File: config.mk
export PLATFORM = sky130hd
export DESIGN_NAME = pb_bram_loader
export DESIGN_NICKNAME = d
export VERILOG_FILES = /design/src/rtl/pb_bram_loader.sv
export SDC_FILE = /design/constraint.sdc
export NUM_CORES = 1
export LEC_CHECK = 0
export ABC_CLOCK_PERIOD_IN_PS = 1900
export BUFFER_PORTS_ARGS = -buffer_cell sky130_fd_sc_hd__clkbuf_2
export CAP_MARGIN = 20
export CORE_MARGIN = 8
export CORE_UTILIZATION = 47
export DETAILED_ROUTE_END_ITERATION = 8
export PLACE_DENSITY = 0.81
export REMOVE_ABC_BUFFERS = 1
export SLEW_MARGIN = 20
export SYNTH_ARGS = -nofsm -noshare
export SYNTH_HDL_FRONTEND = slang
export SYNTH_SLANG_ARGS = --single-unit
File: constraint.sdc
create_clock -name wb_clk_i -period 1.9 [get_ports wb_clk_i]
set_input_delay 0.285 -clock wb_clk_i [delete_from_list [all_inputs] [get_ports wb_clk_i]]
set_output_delay 0.285 -clock wb_clk_i [all_outputs]
set_load 0.02 [all_outputs]
File: src/rtl/pb_bram_loader.sv
// rtl/pb_bram_loader.sv - Wishbone reset/program-load controller for NUM_CORES PicoBlaze instruction BRAMs
module pb_bram_loader #(
    parameter int NUM_CORES    = 2,
    parameter int ADDR_BITS    = 10,
    parameter int READ_LATENCY = 1,
    parameter int RESET_HOLD   = 0
) (
    input  logic                      wb_clk_i,
    input  logic                      wb_rst_i,
    input  logic                      wb_cyc_i,
    input  logic                      wb_stb_i,
    input  logic                      wb_we_i,
    input  logic [11:0]               wb_adr_i,
    input  logic [31:0]               wb_dat_i,
    input  logic [3:0]                wb_sel_i,
    output logic [31:0]               wb_dat_o,
    output logic                      wb_ack_o,
    output logic [NUM_CORES-1:0]      pb_reset_o,
    output logic [ADDR_BITS-1:0]      bram_addr_o,
    output logic [17:0]               bram_data_o,
    output logic [NUM_CORES-1:0]      bram_we_o,
    input  logic [18*NUM_CORES-1:0]   bram_rd_i
);

    typedef enum logic [2:0] {
        S_IDLE,
        S_RESP,
        S_WR,
        S_WR_INC,
        S_RD_WAIT
    } state_t;

    localparam logic [1:0] REG_CTRL   = 2'd0;
    localparam logic [1:0] REG_ADDR   = 2'd1;
    localparam logic [1:0] REG_DATA   = 2'd2;
    localparam logic [1:0] REG_STATUS = 2'd3;
    localparam logic [1:0] LAST_CNT   = 2'(READ_LATENCY - 1);
    localparam logic [7:0] NC8        = 8'(NUM_CORES);
    localparam logic [3:0] AB4        = 4'(ADDR_BITS);

    state_t                 state_q, state_d;
    logic [NUM_CORES-1:0]   pb_reset_q, pb_reset_d;
    logic [2:0]             sel_q, sel_d;
    logic                   ainc_q, ainc_d;
    logic                   wen_q, wen_d;
    logic [ADDR_BITS-1:0]   addr_q, addr_d;
    logic [17:0]            wdata_q, wdata_d;
    logic                   err_q, err_d;
    logic [NUM_CORES-1:0]   we_q, we_d;
    logic                   ack_q, ack_d;
    logic [31:0]            dat_q, dat_d;
    logic [1:0]             cnt_q, cnt_d;
    logic                   op_we_q, op_we_d;
    logic [1:0]             op_reg_q, op_reg_d;

    logic                   sel_valid;
    logic                   sel_rst;
    logic [17:0]            rd_slice;
    logic [NUM_CORES-1:0]   one_hot;
    logic [31:0]            reg_rdata;
    logic                   unused_ok;

    assign unused_ok = ^{wb_sel_i, wb_adr_i, wb_dat_i};

    // Out-of-range core selects resolve to "invalid" instead of indexing past the buses.
    always_comb begin
        sel_valid = 1'b0;
        sel_rst   = 1'b0;
        rd_slice  = '0;
        one_hot   = '0;
        for (int k = 0; k < NUM_CORES; k++) begin
            if (sel_q == 3'(k)) begin
                sel_valid  = 1'b1;
                sel_rst    = pb_reset_q[k];
                rd_slice   = bram_rd_i[18*k +: 18];
                one_hot[k] = 1'b1;
            end
        end
    end

    always_comb begin
        reg_rdata = '0;
        case (op_reg_q)
            REG_CTRL:   reg_rdata = {wen_q, ainc_q, 19'b0, sel_q, 8'(pb_reset_q)};
            REG_ADDR:   reg_rdata = 32'(addr_q);
            REG_STATUS: reg_rdata = {4'b0, AB4, NC8, 15'b0, err_q};
            default:    reg_rdata = '0;
        endcase
    end

    always_comb begin
        state_d    = state_q;
        pb_reset_d = pb_reset_q;
        sel_d      = sel_q;
        ainc_d     = ainc_q;
        wen_d      = wen_q;
        addr_d     = addr_q;
        wdata_d    = wdata_q;
        err_d      = err_q;
        we_d       = '0;
        ack_d      = 1'b0;
        dat_d      = dat_q;
        cnt_d      = cnt_q;
        op_we_d    = op_we_q;
        op_reg_d   = op_reg_q;

        case (state_q)
            S_IDLE: begin
                // ack_q blocks re-acceptance of a strobe still held through the ack cycle.
                if (wb_cyc_i && wb_stb_i && !ack_q) begin
                    op_we_d  = wb_we_i;
                    op_reg_d = wb_adr_i[3:2];
                    cnt_d    = '0;
                    state_d  = S_RESP;
                    if (wb_we_i) begin
                        case (wb_adr_i[3:2])
                            REG_CTRL: begin
                                pb_reset_d = wb_dat_i[NUM_CORES-1:0];
                                sel_d      = wb_dat_i[10:8];
                                ainc_d     = wb_dat_i[30];
                                wen_d      = wb_dat_i[31];
                            end
                            REG_ADDR: addr_d = wb_dat_i[ADDR_BITS-1:0];
                            REG_DATA: begin
                                wdata_d = wb_dat_i[17:0];
                                if (wen_q && sel_valid && sel_rst) begin
                                    state_d = S_WR;
                                end else begin
                                    err_d = 1'b1;
                                end
                            end
                            default: begin
                                if (wb_dat_i[0]) begin
                                    err_d = 1'b0;
                                end
                            end
                        endcase
                    end else if (wb_adr_i[3:2] == REG_DATA) begin
                        state_d = S_RD_WAIT;
                    end
                end
            end
            S_RESP: begin
                ack_d = wb_cyc_i;
                if (!op_we_q && op_reg_q != REG_DATA) begin
                    dat_d = reg_rdata;
                end
                state_d = S_IDLE;
            end
            S_WR: begin
                we_d    = one_hot;
                ack_d   = wb_cyc_i;
                state_d = S_WR_INC;
            end
            S_WR_INC: begin
                if (ainc_q) begin
                    addr_d = addr_q + 1'b1;
                end
                state_d = S_IDLE;
            end
            S_RD_WAIT: begin
                if (cnt_q == LAST_CNT) begin
                    if (sel_valid) begin
                        dat_d = {14'b0, rd_slice};
                        if (ainc_q) begin
                            addr_d = addr_q + 1'b1;
                        end
                    end else begin
                        dat_d = '0;
                        err_d = 1'b1;
                    end
                    state_d = S_RESP;
                end else begin
                    cnt_d = cnt_q + 2'd1;
                end
            end
            default: state_d = S_IDLE;
        endcase
    end

    always_ff @(posedge wb_clk_i) begin
        if (wb_rst_i) begin
            state_q    <= S_IDLE;
            pb_reset_q <= {NUM_CORES{RESET_HOLD[0]}};
            sel_q      <= '0;
            ainc_q     <= 1'b0;
            wen_q      <= 1'b0;
            addr_q     <= '0;
            wdata_q    <= '0;
            err_q      <= 1'b0;
            we_q       <= '0;
            ack_q      <= 1'b0;
            dat_q      <= '0;
            cnt_q      <= '0;
            op_we_q    <= 1'b0;
            op_reg_q   <= '0;
        end else begin
            state_q    <= state_d;
            pb_reset_q <= pb_reset_d;
            sel_q      <= sel_d;
            ainc_q     <= ainc_d;
            wen_q      <= wen_d;
            addr_q     <= addr_d;
            wdata_q    <= wdata_d;
            err_q      <= err_d;
            we_q       <= we_d;
            ack_q      <= ack_d;
            dat_q      <= dat_d;
            cnt_q      <= cnt_d;
            op_we_q    <= op_we_d;
            op_reg_q   <= op_reg_d;
        end
    end

    assign wb_dat_o    = dat_q;
    assign wb_ack_o    = ack_q;
    assign pb_reset_o  = pb_reset_q;
    assign bram_addr_o = addr_q;
    assign bram_data_o = wdata_q;
    assign bram_we_o   = we_q;

endmodule

Yosys cells after proc, flatten, opt, wreduce, memory -nomap -nowiden
Index checks and enable logic that the tools add are counted.

Register bits: 79. Logic and storage cells: 103. Output and inout port bits: 65. Input bits: 89.

Add/subtract/negate cells: 2. Multiplexer cells: 37. Bitwise logic cells: 2. Reductions and logical operators: 27. Equality and inequality tests: 21.

Operators by type and width (number): one-hot mux 32 bit (3 select lines) (1); 2-to-1 mux 32 bit (2); one-hot mux 32 bit (2 select lines) (1); 2-to-1 mux 10 bit (6); 2-to-1 mux 18 bit (3); one-hot mux 10 bit (3 select lines) (1); != test 2 bit (second input constant) (9); 2-to-1 mux 3 bit (4); 2-to-1 mux 1 bit (11); adder 10 x 1 -> 10 bit (second input constant) (1); one-hot mux 3 bit (3 select lines) (1); 2-to-1 mux 2 bit (4); AND reduction 4 bit (2); AND reduction 8 bit (1); OR reduction 2 bit (4); == test 3 x 1 -> 1 bit (second input constant) (2); == test 3 x 2 -> 1 bit (second input constant) (2); zero test 2 bit (3); zero test 3 bit (2); != test 3 bit (second input constant) (2); AND reduction 3 bit (2); AND reduction 6 bit (1); logical AND 1 bit (5); == test 2 x 1 -> 1 bit (second input constant) (2); 11 further kinds (17).

Depth between registers and ports, before layout
Gate-level depths: netlist (run 1).

Word-level depth: 10. Mapped depth: 9. Mapped depth without buffers: 7.

Worst setup path after synthesis (run 1)
OpenSTA, ideal clock, no wires.

Kind: reg-to-reg. From: register ack_q (netlist: wb_ack_o). To: register sel_q[0]. Period minus slack after synthesis: 1.627 ns. Library setup time: 0.128 ns. Required time: 1.772 ns. Path slack: 0.273 ns. Path buffers: 1. Stages on the path, launching flop included: 7. Arrival time: 1.500 ns. Path through: dfxtp_1 -> and4bb_4 -> nand2_4 -> or3_1 -> buf_6 -> mux2i_1 -> nor2_1.

Cells in the longest elaborated chain, start to end: 3.

RTL lines: from (decl) (line 50) `logic ack_q, ack_d;`; from (signal assigned) (line 207) `ack_q <= ack_d;`; zero test 1 bit (line 110) `if (wb_cyc_i && wb_stb_i && !ack_q) begin`; logical AND 1 bit (line 110); AND reduction 4 bit (no line); to (signal assigned) (line 200) `sel_q <= sel_d;`; to (decl) (line 43) `logic [2:0] sel_q, sel_d;`.

Every way passes these cells. A chain may end at the register's enable or synchronous reset.

Worst setup path in the final report (run 1)
From: register state_q[1]. To: register dat_q[7] (netlist: wb_dat_o[7]).

Cells in the longest elaborated chain, start to end: 3. Elaborated cells between the ends (all ways): 7. Those cells by class: eq/ne (4); mux (1); reduce/logical (2).

RTL lines: from (decl) (line 41) `state_t state_q, state_d;`; from (signal assigned) (line 198) `state_q <= state_d;`; == test 3 x 1 -> 1 bit / == test 3 bit (equally long branches) (line 107) `case (state_q)`; != test 2 bit (no line) / nonzero test 2 bit (equally long branches); AND reduction 3 bit (no line); to (signal assigned) (line 208) `dat_q <= dat_d;`; to (decl) (line 51) `logic [31:0] dat_q, dat_d;`.

Several ways; a longest one is shown, not always the timed one.

==> results of run 1 <==
-- report_power, final --
group	internal [uW]	switching (uW)	total [uW]
logic	186	283	469
clock network	709	509	1220
registers	1480	48.1	1520
-- cells by family after synthesis --
logic type	Yosys count	share of synthesized area, %
flops	68	39.8
buf+inv	47	7.76
other cells	1	0.110
simple gates	181	24.9
fa+ha+maj	2	0.732
mux	37	11.1
xor+xnor	1	0.256
compound gates	87	15.4
-- flip-flops by register name (all words and copies together) (netlist names) --
signal       cells
op_we_q          1
op_reg_q         2
wb_ack_o         1
ainc_q           1
pb_reset_o       2
bram_data_o     18
wen_q            1
sel_q            3
bram_addr_o     10
state_q          3
err_q            1
cnt_q            2
wb_dat_o        21
bram_we_o        2
-- per-stage QoR --
step                util [%]  area, um2
floorplan                  -       3220
CTS                     60.5       4320
finish                  60.9       4350
global route            60.9       4350
global placement        57.7       4120
detailed placement      57.7       4120
-- Yosys cell counts, types with 2 or more instances --
cell type / number
a21oi_1: 44
nand2b_1: 6
and3_1: 2
nor4_1: 3
or3b_1: 2
nor2b_1: 6
a31o_2: 2
nor2_1: 61
o21ai_0: 8
and2_1: 2
nor3_1: 16
o22ai_1: 3
buf_2: 8
buf_6: 4
or3_1: 2
clkbuf_1: 14
a22oi_1: 3
buf_4: 13
nand4_1: 4
mux2_2: 6
nor4b_1: 2
nand3_1: 12
nand2_1: 54
a31oi_1: 2
mux2i_1: 31
inv_1: 8
nor2_2: 2
dfxtp_1: 68
a21o_1: 3
ha_1: 2
a211oi_1: 13
-- layer usage --
layer  global-route usage, %  vias up  routed length [um]
met3                    6.32        8                 913
met1                    23.0     1563                4260
met2                    32.2      125                4760
met5                       0        -                   0
li1                        -     1694                   -
met4                    7.10        0                 111
-- critical path: stages (launching register included) --
cell	delay [ns]
dfxtp_1	0.53
nor3b_4	0.09
or2_2	0.34
nor2_1	0.34
a211oi_1	0.16
nor3_1	0.22
-- final cells by class --
class                      count  share of cell area, %
clock buffer                  14                   3.97
timing repair buffer         140                   18.0
multi-input combinational    318                   42.4
sequential                    68                   31.4
tap                           99                   2.85
inverter                       8                  0.691
clock inverter                 1                  0.691
-- path summary, 6_finish.rpt --
check,startpoint,end
hold reg to reg,wb_dat_o[30],wb_dat_o[30]
setup reg to reg,state_q[1],wb_dat_o[7]
setup / recovery,state_q[1],wb_dat_o[7]
hold / removal,wb_dat_i[17],bram_data_o[17]
-- repair_timing --
item                                    4_1_cts  5_1_grt
gates resized for setup                       0        5
endpoints found under the setup margin        0        9
setup buffers                                 0        1
==> results.txt, run 1 <==
Summing over every cut layer, the via total after detailed routing is 3390. The setup slack on the worst flop-to-flop path came out at 0.14 ns. CTS placed an instance of clkbuf_8 at the clock tree root. Compared with the post-synthesis result, the final layout area differs by 27.1%. In this run, placement finished with an instance count of 632. The overall power came out at 3210 uW. The element type at the critical path start is a flop. Ranked by total cell area, the synthesized netlist is headed by dfxtp_1 40%, mux2i_1 9.1%, nor2_1 6.7%.

The antenna violation net count after detailed routing came out at 0. The number of pins with negative max-slew slack in the final report came to 0. The setup TNS is 0 ns. The run finished with clean final reports.

The initial antenna violation count is 0. Summing all multi-input logic gate instances after layout gives 0.00184 mm2. The path class of the tightest hold or removal check is primary input to flop. The data arrival time of the worst path is 2.01 ns. The final critical delay including setup and external delays is 1.76 ns.

The last weighted congestion value of the routability-driven placer is 0.857. The maximum clock skew at final layout is 0.00450 ns. The number of unique standard cell types used by synthesis came out at 49. Buffers placed on the I/O ports in this run total 117.

The die span in y came out at 101 um. The TritonCTS sink count came out at 68. In this run the deepest clock path goes through 2 buffers.

The full die area is 0.0103 mm2. TritonCTS built the clock tree. The largest net degree at the start of global routing came out at 23. The DRC violation total after the first TritonRoute iteration is 242. The global routing usage summed across all routing layers is 19.5%.

The cell taking the most area after synthesis is dfxtp_1. The number of cells traversed by the worst register-to-register path is 5. The post-route DRC violation count is 0. In this run the power density over the cells is 738 mW/mm2. The count of TritonRoute iterations in the first routing pass is 4. The upper clock frequency limit came out at 0.568 GHz. Summed over all layers, the global routing overflow is 0. The number of clock buffers added by TritonCTS is 9.

In the final layout, flip-flops and latches occupy 0.00136 mm2. The cell area after synthesis is 0.00342 mm2. Once routing completed, OpenROAD measured the worst setup slack at 0.140 ns. After detailed routing, the average wire length per cell comes to 15.5 um. The number of hold violations in the final report came to 0. The worst hold path passes through 3 cells. Hold repair after CTS inserted 0 buffers. The effective utilization at floorplan came out at 47.9%. The filler cell count in the final layout came out at 669. Setup violations remaining at the end of the flow were counted as 0. The worst-path maximum fanout is 8. Before CTS, the worst setup slack after placement is 0.107 ns.

The row count is 31. Wires add up to 10000 um. The number of global-route vias before repair is 3372. The post-synthesis cell count is 424.

After legalization and detailed placement, the total HPWL measured 7670 um. The die width is 101 um. The maximum vdd drop is 571 uV. The first global-routing pass estimated 16000 um of wire.

The post-layout instance count excluding filler cells is 648. During synthesis, Yosys emitted a total of 0 warnings. Setup repair after global routing left no endpoint under its margin. The final critical path takes up 92.6% of the cycle.

The required time at the endpoint of the critical path came out at 2.15 ns. The kind of end point of the critical path is a flop. Yosys mapped a number of flops with a built-in enable equal to 0.

The area of the core came out at 0.00714 mm2. The top-area cell type share of the netlist area is 39.8%. After clock tree synthesis, the clock-pin slew on the worst setup and hold paths is 0.07 ns.

In this run, synthesis produced a sequential element count of 68. The top cell types in the final layout, fill and taps aside, are 117 x clkbuf_2, 66 x dfxtp_1, 61 x nor2_1, 54 x nand2_1, 44 x a21oi_1. The antenna diode instance count is 0. The ratio of cells with drive above 1 in the final layout came out at 31.5%. After the last flow step, the layout net total stands at 636. The vias per cell came out at 5.23.

Leaving out fill and tap cells, the most frequent cell in the layout is clkbuf_2. The H-tree depth reported by CTS came out at 3. The main flop type after synthesis is dfxtp_1. In this run the mean area of a mapped cell was 8.06 um2.

The share of flip-flops with an asynchronous set or reset came out at 0%. Hold timing on the final database bottoms out at a slack of 0.167 ns. The setup path with the least slack is of type flop to flop. Across the run, the number of max-cap violations was 0. The leakage dissipation is 0.00190 uW. At the later pin of the worst-skew pair, clock insertion delay measures 0.33 ns.

The sequential fraction of the synthesis area is 39.8%. The I/O pin count is 154.
Power figures use the tool's default switching activity.
==> inputs of run 2 (changes only) <==
--- a/config.mk
+++ b/config.mk
@@ -8,7 +8,7 @@
 export ABC_CLOCK_PERIOD_IN_PS = 1900
 export BUFFER_PORTS_ARGS = -buffer_cell sky130_fd_sc_hd__clkbuf_2
 export CAP_MARGIN = 20
-export CORE_MARGIN = 8
+export CORE_MARGIN = 3
 export CORE_UTILIZATION = 47
 export DETAILED_ROUTE_END_ITERATION = 8
 export PLACE_DENSITY = 0.81
==> results.txt, run 2 (same netlist as run 1, synthesis figures left out) <==
For the finished layout, the period the worst path requires is 1.77 ns. For the final database, setup skew stands at 0.00991 ns. The worst setup path is launched from a flop. Once detail routing completed, the nets flagged for antenna violations numbered 0. The count of TritonRoute iterations in the first routing pass is 4. The die width is 91.3 um. The last weighted congestion value of the routability-driven placer came out at 0.875.

The full die area came out at 0.00833 mm2. The post-DP HPWL came out at 6920 um. The clock reaches the later pin of the worst-skew pair after 0.34 ns. The ratio of total power to cell area is 736 mW/mm2. The number of max-cap violations came out at 0. The maximum vdd drop came out at 455 uV. The worst-path maximum fanout came out at 15.

The tightest slew margin relative to the limit came out at 65.0%. The I/O pin count came out at 154. Data on the critical path is required at its endpoint by 2.18 ns. The class of the worst hold path is primary input to flop. After the last flow step, the layout net total stands at 633. The upper clock frequency limit is 0.566 GHz. The H-tree depth reported by CTS came out at 3.

The setup path with the least slack is of type flop to flop. Buffers inserted during clock tree synthesis total 9. Hold timing on the final database bottoms out at a slack of 0.151 ns.

The tree is rooted in a clkbuf_8. The number of global-route vias before repair came out at 3265. The area of the core came out at 0.00691 mm2. Setup violations remaining at the end of the flow were counted as 0. Entering global routing, the biggest net connects 44 pins. The average wire per cell in the routed design came out at 14.6 um. At the pin with the least slew margin, the transition time is 0.525 ns. The setup TNS is 0 ns. In the layout the commonest cells are 117 x clkbuf_2, 67 x dfxtp_1, 61 x nor2_1, 54 x nand2_1, 44 x a21oi_1. From synthesis to final layout, the design area changed by 26.4%. The post-route DRC violation count is 0. The filler cells instantiated in the layout total 646. Detailed routing inserted a total of 3390 vias. The initial antenna violation count came out at 0. The number of hold violations in the final report was 0. Setup repair after global routing left no endpoint under its margin. TritonCTS built the clock tree. The total grt overflow came out at 0. In this run the static leakage power is 0.00188 uW.

The effective utilization at floorplan is 49.5%. Including well taps, the total number of placed cells is 626. The TritonCTS sink count is 68. The number of flip-flops under the largest register name came out at 21. The global routing usage summed across all routing layers came out at 22.7%. The setup slack on the worst flop-to-flop path came out at 0.13 ns.

The most common cell after layout, fill and taps aside is clkbuf_2. The DRC violation total after the first TritonRoute iteration is 170. The clock transition at the registers of the reported paths is 0.08 ns.

The design draws 3180 uW. Once layout is complete, the cells apart from fillers number 643. The number of pins with negative max-slew slack in the final report came to 0. Dividing the final minimum period by the clock period gives 93.0%. The run finished with clean final reports. The floorplan step set the die height to 91.3 um.

The vias per cell is 5.27. The first global-routing pass estimated 15400 um of wire. The post-route netlist has 30.7% of its cells at a drive strength greater than 1. The row count is 30. The worst setup path is captured at a flop. After clock tree synthesis, the flow added hold-fix buffers numbering 0. The total wirelength of the detailed-routed design is 9390 um.

The number of antenna diodes in the final layout is 0. Counting along the longest clock path gives a buffer depth of 2. For the worst setup path, the data arrival time is 2.04 ns. The count of input and output buffers came out at 117.
[run 2: final timing paths]
kind | startpoint | to | depth (start not counted)
worst max-delay path | state_q[2] | bram_addr_o[2] | 6
worst min register to register | bram_data_o[15] | bram_data_o[15] | 2
worst min-delay path | wb_dat_i[17] | bram_data_o[17] | 3
worst max register to register | state_q[2] | bram_addr_o[2] | 6
[run 2: what timing repair did]
item,4_1_cts,5_1_grt
gates resized for setup,0,3
buffers inserted,0,1
endpoints found under the setup margin,0,10
[run 2: layer usage]
| metal | global-route usage (%) | part of all wire (%) | up-vias | routed length [um] |
|---|---|---|---|---|
| met5 | 0 | 0 | - | 0 |
| met4 | 9.30 | 1.3 | 0 | 120 |
| met3 | 4.72 | 6.2 | 9 | 581 |
| met2 | 36.5 | 47 | 114 | 4380 |
| met1 | 29.5 | 46 | 1585 | 4310 |
| li1 | - | - | 1682 | - |
[run 2: layout make-up]
| type | count | area, um2 | area share, % |
|---|---|---|---|
| Tap cell | 96 | 120 | 2.78 |
| Clock buffer | 13 | 149 | 3.45 |
| Inverter | 8 | 30.0 | 0.695 |
| Clock inverter | 3 | 46.3 | 1.07 |
| Multi-Input combinational cell | 318 | 1840 | 42.6 |
| Timing Repair Buffer | 137 | 773 | 17.9 |
| Sequential cell | 68 | 1360 | 31.5 |
[run 2: worst max-delay path, cell delays in order, from the launching register on]
cell	delay (ns)
dfxtp_1	0.44
nor3b_4	0.34
a21oi_2	0.05
buf_4	0.20
or3b_1	0.37
a21o_1	0.19
a21oi_1	0.11
[run 2: stage by stage]
stage          area (um2)  worst slack, ns  utilization (%)
2_1_floorplan        3220          -0.0397                -
4_1_cts              4300           0.0944             62.2
3_5_place_dp         4100            0.118             59.4
3_3_place_gp         4100            0.161             59.4
6_report             4320            0.133             62.6
5_1_grt              4320          0.00455             62.6
[run 2: where the power goes]
part / switching (uW) / total [uW] / internal (uW)
registers: 51.6 / 1530 / 1470
clock network: 549 / 1200 / 647
logic: 274 / 459 / 185
